===== src/rtl/exe_pkg.sv =====
// Shared definitions for the execute stage with multiply/divide support.
package exe_pkg;

  typedef enum logic [2:0] {
    K_ALU   = 3'd0,
    K_MUL   = 3'd1,
    K_MULH  = 3'd2,
    K_MULHU = 3'd3,
    K_DIV   = 3'd4,
    K_DIVU  = 3'd5,
    K_MOD   = 3'd6,
    K_MODU  = 3'd7
  } kind_e;

  typedef enum logic [1:0] {
    SZ_B = 2'd0,
    SZ_H = 2'd1,
    SZ_W = 2'd2,
    SZ_D = 2'd3
  } size_e;

  typedef enum logic [1:0] {
    DIV_IDLE = 2'd0,
    DIV_BUSY = 2'd1,
    DIV_DONE = 2'd2
  } div_state_e;

  function automatic int strobe_w(input int data_w);
    return data_w / 8;
  endfunction

  function automatic logic is_div_kind(input kind_e k);
    return (k >= K_DIV);
  endfunction

endpackage


===== src/rtl/alu.sv =====
// One-hot ALU: add, sub, slt, sltu, and, nor, or, xor, sll, srl, sra, lui.
module alu #(
  parameter int DATA_W = 32
) (
  input  logic [11:0]       alu_op,
  input  logic [DATA_W-1:0] alu_src1,
  input  logic [DATA_W-1:0] alu_src2,
  output logic [DATA_W-1:0] alu_result
);
  localparam int SHW = $clog2(DATA_W);

  logic [SHW-1:0]    sa;
  logic [DATA_W-1:0] add_r, sub_r, sll_r, srl_r, sra_r;
  logic              slt_r, sltu_r;

  assign sa     = alu_src2[SHW-1:0];
  assign add_r  = alu_src1 + alu_src2;
  assign sub_r  = alu_src1 - alu_src2;
  assign slt_r  = $signed(alu_src1) < $signed(alu_src2);
  assign sltu_r = alu_src1 < alu_src2;
  assign sll_r  = alu_src1 << sa;
  assign srl_r  = alu_src1 >> sa;
  assign sra_r  = DATA_W'($signed(alu_src1) >>> sa);

  always_comb begin
    alu_result = ({DATA_W{alu_op[0]}}  & add_r)
               | ({DATA_W{alu_op[1]}}  & sub_r)
               | ({DATA_W{alu_op[2]}}  & DATA_W'(slt_r))
               | ({DATA_W{alu_op[3]}}  & DATA_W'(sltu_r))
               | ({DATA_W{alu_op[4]}}  & (alu_src1 & alu_src2))
               | ({DATA_W{alu_op[5]}}  & ~(alu_src1 | alu_src2))
               | ({DATA_W{alu_op[6]}}  & (alu_src1 | alu_src2))
               | ({DATA_W{alu_op[7]}}  & (alu_src1 ^ alu_src2))
               | ({DATA_W{alu_op[8]}}  & sll_r)
               | ({DATA_W{alu_op[9]}}  & srl_r)
               | ({DATA_W{alu_op[10]}} & sra_r)
               | ({DATA_W{alu_op[11]}} & alu_src2);
  end

endmodule


===== src/rtl/iter_div.sv =====
// Radix-2 restoring divider on operand magnitudes; signs are reapplied on entry to DONE.
module iter_div
  import exe_pkg::*;
#(
  parameter int DATA_W = 32
) (
  input  logic              clk,
  input  logic              reset,
  input  logic              start,
  input  logic              flush,
  input  logic              ack,
  input  logic              sign,
  input  logic [DATA_W-1:0] dividend,
  input  logic [DATA_W-1:0] divisor,
  output logic              done,
  output logic [DATA_W-1:0] quotient,
  output logic [DATA_W-1:0] remainder
);
  localparam int CW = $clog2(DATA_W) + 1;

  div_state_e        state;
  logic [CW-1:0]     cnt;
  logic [DATA_W-1:0] q, r, d;
  logic              q_neg, r_neg;
  logic              a_neg, b_neg;
  logic [DATA_W:0]   r_sh, r_sub;
  logic [DATA_W-1:0] q_nx, r_nx;

  assign a_neg = sign & dividend[DATA_W-1];
  assign b_neg = sign & divisor[DATA_W-1];

  // q doubles as the dividend shift register; its MSB feeds the partial remainder
  always_comb begin
    r_sh  = {r, q[DATA_W-1]};
    r_sub = r_sh - {1'b0, d};
    q_nx  = {q[DATA_W-2:0], ~r_sub[DATA_W]};
    r_nx  = r_sub[DATA_W] ? r_sh[DATA_W-1:0] : r_sub[DATA_W-1:0];
  end

  always_ff @(posedge clk or negedge reset) begin
    if (!reset) begin
      state <= DIV_IDLE;
      cnt   <= '0;
      q     <= '0;
      r     <= '0;
      d     <= '0;
      q_neg <= 1'b0;
      r_neg <= 1'b0;
    end else if (flush) begin
      state <= DIV_IDLE;
      cnt   <= '0;
    end else begin
      unique case (state)
        DIV_IDLE: begin
          if (start) begin
            q     <= a_neg ? -dividend : dividend;
            d     <= b_neg ? -divisor : divisor;
            r     <= '0;
            // a zero divisor keeps quotient all ones and remainder = dividend
            q_neg <= (a_neg ^ b_neg) & (divisor != '0);
            r_neg <= a_neg;
            cnt   <= CW'(DATA_W);
            state <= DIV_BUSY;
          end
        end
        DIV_BUSY: begin
          cnt <= cnt - CW'(1);
          if (cnt == CW'(1)) begin
            q     <= q_neg ? -q_nx : q_nx;
            r     <= r_neg ? -r_nx : r_nx;
            state <= DIV_DONE;
          end else begin
            q <= q_nx;
            r <= r_nx;
          end
        end
        DIV_DONE: begin
          if (ack) state <= DIV_IDLE;
        end
        default: state <= DIV_IDLE;
      endcase
    end
  end

  assign done      = (state == DIV_DONE);
  assign quotient  = q;
  assign remainder = r;

endmodule


===== src/rtl/exe_stage_mdu.sv =====
// Execute stage: ALU, single-cycle multiplier, iterative divider, store lane/strobe
// generation and misalignment detection on the valid/allow_in handshake.
module exe_stage_mdu
  import exe_pkg::*;
#(
  parameter int DATA_W = 32,
  parameter int AW     = 5
) (
  input  logic                        clk,
  input  logic                        reset,
  input  logic                        flush,
  input  logic                        id_to_exe_valid,
  output logic                        exe_allow_in,
  input  logic [31:0]                 in_pc,
  input  logic [11:0]                 in_alu_op,
  input  logic [2:0]                  in_kind,
  input  logic [DATA_W-1:0]           in_src1,
  input  logic [DATA_W-1:0]           in_src2,
  input  logic [DATA_W-1:0]           in_st_data,
  input  logic                        in_mem_en,
  input  logic                        in_mem_we,
  input  logic [1:0]                  in_mem_size,
  input  logic                        in_rf_we,
  input  logic [AW-1:0]               in_wdest,
  input  logic                        mem_allow_in,
  output logic                        exe_to_mem_valid,
  output logic [31:0]                 out_pc,
  output logic [DATA_W-1:0]           out_result,
  output logic [AW-1:0]               out_wdest,
  output logic                        out_rf_we,
  output logic [1:0]                  out_mem_size,
  output logic                        out_mem_en,
  output logic                        out_ale,
  output logic                        data_ram_en,
  output logic [DATA_W-1:0]           data_ram_addr,
  output logic [strobe_w(DATA_W)-1:0] data_ram_w_en,
  output logic [DATA_W-1:0]           data_ram_w_data,
  output logic                        by_valid,
  output logic                        by_ready,
  output logic [AW-1:0]               by_wdest,
  output logic [DATA_W-1:0]           by_result
);
  localparam int SW = strobe_w(DATA_W);
  localparam int LB = $clog2(SW);
  localparam int PW = 2 * DATA_W;

  logic              exe_valid;
  logic [31:0]       pc_q;
  logic [11:0]       alu_op_q;
  kind_e             kind_q;
  logic [DATA_W-1:0] src1_q, src2_q, st_q;
  logic              mem_en_q, mem_we_q, rf_we_q;
  size_e             size_q;
  logic [AW-1:0]     wdest_q;

  logic              ready_go;
  logic              div_start, div_sign, div_done;
  logic [DATA_W-1:0] div_q, div_r;
  logic [DATA_W-1:0] alu_result, result;
  logic              mul_signed;
  logic [DATA_W:0]   mul_a, mul_b;
  logic [PW-1:0]     product;
  logic [LB-1:0]     lane;
  logic              misalign, ale;
  logic [SW-1:0]     strb;
  logic [DATA_W-1:0] wdata;

  assign exe_allow_in     = ~exe_valid | (ready_go & mem_allow_in);
  assign exe_to_mem_valid = exe_valid & ready_go & ~flush;

  always_ff @(posedge clk or negedge reset) begin
    if (!reset) begin
      exe_valid <= 1'b0;
    end else if (flush) begin
      exe_valid <= 1'b0;
    end else if (exe_allow_in) begin
      exe_valid <= id_to_exe_valid;
    end
  end

  always_ff @(posedge clk or negedge reset) begin
    if (!reset) begin
      pc_q     <= '0;
      alu_op_q <= '0;
      kind_q   <= K_ALU;
      src1_q   <= '0;
      src2_q   <= '0;
      st_q     <= '0;
      mem_en_q <= 1'b0;
      mem_we_q <= 1'b0;
      size_q   <= SZ_B;
      rf_we_q  <= 1'b0;
      wdest_q  <= '0;
    end else if (id_to_exe_valid && exe_allow_in && !flush) begin
      pc_q     <= in_pc;
      alu_op_q <= in_alu_op;
      kind_q   <= kind_e'(in_kind);
      src1_q   <= in_src1;
      src2_q   <= in_src2;
      st_q     <= in_st_data;
      mem_en_q <= in_mem_en;
      mem_we_q <= in_mem_we;
      size_q   <= size_e'(in_mem_size);
      rf_we_q  <= in_rf_we;
      wdest_q  <= in_wdest;
    end
  end

  alu #(.DATA_W(DATA_W)) u_alu (
    .alu_op     (alu_op_q),
    .alu_src1   (src1_q),
    .alu_src2   (src2_q),
    .alu_result (alu_result)
  );

  // one (DATA_W+1)-bit signed multiplier serves both MULH and MULHU
  assign mul_signed = (kind_q == K_MULH);
  assign mul_a      = {mul_signed & src1_q[DATA_W-1], src1_q};
  assign mul_b      = {mul_signed & src2_q[DATA_W-1], src2_q};
  assign product    = PW'($signed(mul_a)) * PW'($signed(mul_b));

  assign div_sign  = (kind_q == K_DIV) || (kind_q == K_MOD);
  assign div_start = exe_valid & is_div_kind(kind_q) & ~flush;

  iter_div #(.DATA_W(DATA_W)) u_div (
    .clk       (clk),
    .reset     (reset),
    .start     (div_start),
    .flush     (flush),
    .ack       (mem_allow_in),
    .sign      (div_sign),
    .dividend  (src1_q),
    .divisor   (src2_q),
    .done      (div_done),
    .quotient  (div_q),
    .remainder (div_r)
  );

  assign ready_go = is_div_kind(kind_q) ? div_done : 1'b1;

  always_comb begin
    result = alu_result;
    unique case (kind_q)
      K_MUL:           result = product[DATA_W-1:0];
      K_MULH, K_MULHU: result = product[PW-1:DATA_W];
      K_DIV, K_DIVU:   result = div_q;
      K_MOD, K_MODU:   result = div_r;
      default:         result = alu_result;
    endcase
  end

  assign lane = alu_result[LB-1:0];

  always_comb begin
    misalign = 1'b0;
    strb     = '1;
    wdata    = st_q;
    unique case (size_q)
      SZ_B: begin
        strb  = SW'(1) << lane;
        wdata = {SW{st_q[7:0]}};
      end
      SZ_H: begin
        misalign = alu_result[0];
        strb     = SW'(2'b11) << (lane & ~LB'(1));
        wdata    = {(SW/2){st_q[15:0]}};
      end
      SZ_W: begin
        misalign = |alu_result[1:0];
        strb     = SW'(4'hF) << (lane & ~LB'(3));
        wdata    = {(SW/4){st_q[31:0]}};
      end
      default: begin
        misalign = |alu_result[2:0];
        strb     = '1;
        wdata    = st_q;
      end
    endcase
  end

  assign ale             = mem_en_q & misalign;
  assign data_ram_en     = exe_valid & mem_en_q & ~ale & mem_allow_in & ~flush;
  assign data_ram_addr   = alu_result;
  assign data_ram_w_en   = (mem_en_q & mem_we_q) ? strb : '0;
  assign data_ram_w_data = wdata;

  assign out_pc       = pc_q;
  assign out_result   = result;
  assign out_wdest    = wdest_q;
  assign out_rf_we    = rf_we_q;
  assign out_mem_size = size_q;
  assign out_mem_en   = mem_en_q;
  assign out_ale      = ale;

  assign by_valid  = exe_valid & rf_we_q;
  assign by_ready  = by_valid & ready_go & ~(mem_en_q & ~mem_we_q);
  assign by_wdest  = wdest_q;
  assign by_result = result;

endmodule


===== config.mk =====
export PLATFORM = sky130hd
export DESIGN_NAME = exe_stage_mdu
export DESIGN_NICKNAME = d
export VERILOG_FILES = /design/src/rtl/exe_pkg.sv /design/src/rtl/alu.sv /design/src/rtl/iter_div.sv /design/src/rtl/exe_stage_mdu.sv
export SDC_FILE = /design/constraint.sdc
export NUM_CORES = 2
export LEC_CHECK = 0
export ABC_AREA = 1
export BUFFER_PORTS_ARGS = -buffer_cell sky130_fd_sc_hd__buf_4
export CAP_MARGIN = 40
export CORE_MARGIN = 5
export CORE_UTILIZATION = 40
export DETAILED_ROUTE_END_ITERATION = 8
export PLACE_DENSITY = 0.58
export SETUP_SLACK_MARGIN = 0.02
export SLEW_MARGIN = 20
export SYNTH_ARGS = -nofsm -noshare
export SYNTH_HDL_FRONTEND = slang
export SYNTH_SLANG_ARGS = --single-unit

===== constraint.sdc =====
create_clock -name clk -period 29.1 [get_ports clk]
set_input_delay 5.82 -clock clk [delete_from_list [all_inputs] [get_ports clk]]
set_output_delay 5.82 -clock clk [all_outputs]
set_load 0.005 [all_outputs]

==> metrics.txt <==
status complete, no violations; CTS Buffer Depth 3; average wire per standard cell 26.91 um; # IOs 342; flops & latches, synth 260; Async SR Flop Fraction 100.0%; sequential-to-total area share from yosys stat 10.03%; # Post-CTS Setup Buffers 0; setup ws final 12.15 ns; RSZ-0062 raised after global routing no; die area 0.1703 mm^2; area delta synth->final 8.582%; Setup CP Type reg -> out; first-pass GRT wire length 436.0 mm; synth top area cells fa_1 (35%), nand2_1 (12%), inv_1 (12%); synthesized area per cell 7.320 um^2; clk slew on worst S/H paths 0.07 ns; Slew HR 29.00%; nets 10550; MaxCap Viol Count 0; most common cell after layout, fill and taps aside nand2_1; Crit. End Element primary output; Die Span X 412.7 um; vias in the first global route 63230; mapped cell area 0.06488 mm^2; Die H 412.7 um; hold buffers post-CTS 0; Top cell by count, worst path inv_1; Setup WS pre-CTS 12.94 ns; via count 61920; Syn Nets 10500; drt first pass iters 7; fraction of layout cells with a size suffix above 1 8.262%; share of the synthesized area in the top cell type 34.81%; Final Critical Period 16.95 ns; worst-margin pin slew 1.054 ns; row count 147; drt drc 0; CTS tree yes; min-delay worst type reg -> reg; Vias/cell 5.577; Mapped Cells 8863; most frequent cells in the layout nand2_1 (2135), inv_1 (1996), fa_1 (1128); Routability Congestion 1.077; Total GRT Usage 34.97%; max incr delay on CP 0.93 ns; number of synthesized flops with an enable pin 0; Ys Warns 0; Startpoint Class flop; Crit path arrival time 11.13 ns; Post-CTS Resized 0; largest net degree at the start of global routing 200; WP data required 23.28 ns; final hold vios 0; ys flop type dfrtp_1; Root Driver clkbuf_16; Setup Skew 0.04526 ns; area leader, netlist fa_1; Slew Viols, Final 0; Max Clock Freq 59.00 MHz; number of port buffers 341; final wirelength 298.7 mm; initial antenna violation count 30; Sink Count 260; Yosys cell types 67; remaining global-route overflow 0; Skew-Pair Late Insertion Delay 0.64 ns; core region area 0.1609 mm^2; slowest stage cell, crit path fa_1; DP HPWL 246.6 mm; Sum Neg Setup Slack 0 ns; H-tree depth 1; Routed Antenna Nets 0; critical-path maximum fanout 23; CTS Buf Count 28; DRT iter0 DRCs 6648; Setup Viol. Count Final 0; Initial Utilization 40.31%; Final period util 58.25%
==> stage by stage <==
stage                     cells  util (%)  hold WS (ns)  area [um^2]
after floorplan            8863         -        0.4530        64880
after global placement    11020     42.97        0.4729        69160
after detailed placement  11040     43.11        0.4758        69380
after CTS                 11090     43.71        0.4938        70340
after global routing      11090     43.76        0.5168        70420
final                     11100     43.77        0.4915        70450
==> layer usage <==
metal | global-route usage [%] | part of all wire (%) | up-vias
met2 | 53.30 | 43 | 3366
met5 | 0 | 0.054 | -
li1 | - | - | 26910
met1 | 46.31 | 40 | 30860
met4 | 17.91 | 6.5 | 24
met3 | 8.506 | 11 | 757
==> final timing paths <==
| path | slack (ns) | from | cells past startpoint | endpoint |
|---|---|---|---|---|
| max in group asynchronous | 22.07 | reset | 4 | u_div.d[10] |
| worst min register to register | 0.49 | u_div.d[26] | 2 | u_div.d[26] |
| worst min-delay path | 0.49 | u_div.d[26] | 2 | u_div.d[26] |
| min in group asynchronous | 5.21 | reset | 1 | u_div.remainder[29] |
| worst max-delay path | 12.15 | kind_q[2] | 33 | by_result[31] |
| worst max register to register | 23.82 | src2_q[1] | 19 | u_div.d[27] |
==> sequential cells by signal, indices dropped and copies added, names as in the netlist, 2 cells and up <==
signal,count
src2_q,32
u_div.cnt,6
out_pc,32
by_wdest,5
st_q,32
u_div.d,32
out_mem_size,2
u_div.remainder,32
src1_q,32
kind_q,3
alu_op_q,12
u_div.state,2
u_div.quotient,32
==> worst max-delay path: cells and delay by family (launching register included) <==
kind | cells | cell delay [ns]
DFF | 1 | 0.44
buffers and inverters | 13 | 2.63
AOI/OAI and AO/OA | 1 | 0.27
adders and majority gates | 9 | 4.81
and+or+nand+nor | 10 | 2.34
==> kinds of logic after synthesis <==
logic type               count (synthesis)  synth area share, %
buffers and inverters                 2501                14.87
AND/OR/NAND/NOR                       3190                20.01
AO/OA/AOI/OAI                         1292                11.36
flip-flops                             260                10.03
adder cells (fa/ha/maj)               1475                41.50
multiplexers                            77                1.317
XOR/XNOR                                68               0.9180
==> cell type report <==
| class | instances | area [um^2] |
|---|---|---|
| sequential | 260 | 6528 |
| clock inverter | 12 | 166.4 |
| antenna | 11 | 27.53 |
| multi-input combinational | 6102 | 48770 |
| inverter | 2020 | 7582 |
| timing repair buffer | 500 | 3866 |
| tap | 2160 | 2703 |
| clock buffer | 38 | 798.3 |
| fill | 16610 | 90490 |
==> synthesized netlist by cell type (48+ instances only) <==
cell	number
nand2_1	2135
inv_1	1997
fa_1	1128
nor2_1	537
a21oi_1	464
o21ai_0	456
ha_1	347
clkbuf_1	308
nand3_1	278
dfrtp_1	260
buf_1	93
mux2_2	67
nor3_1	64
o22ai_1	60
buf_4	48
Power is left out: the tool's default activity adds up to more than one toggle a clock period on the data nets, which glitch-free logic cannot reach.
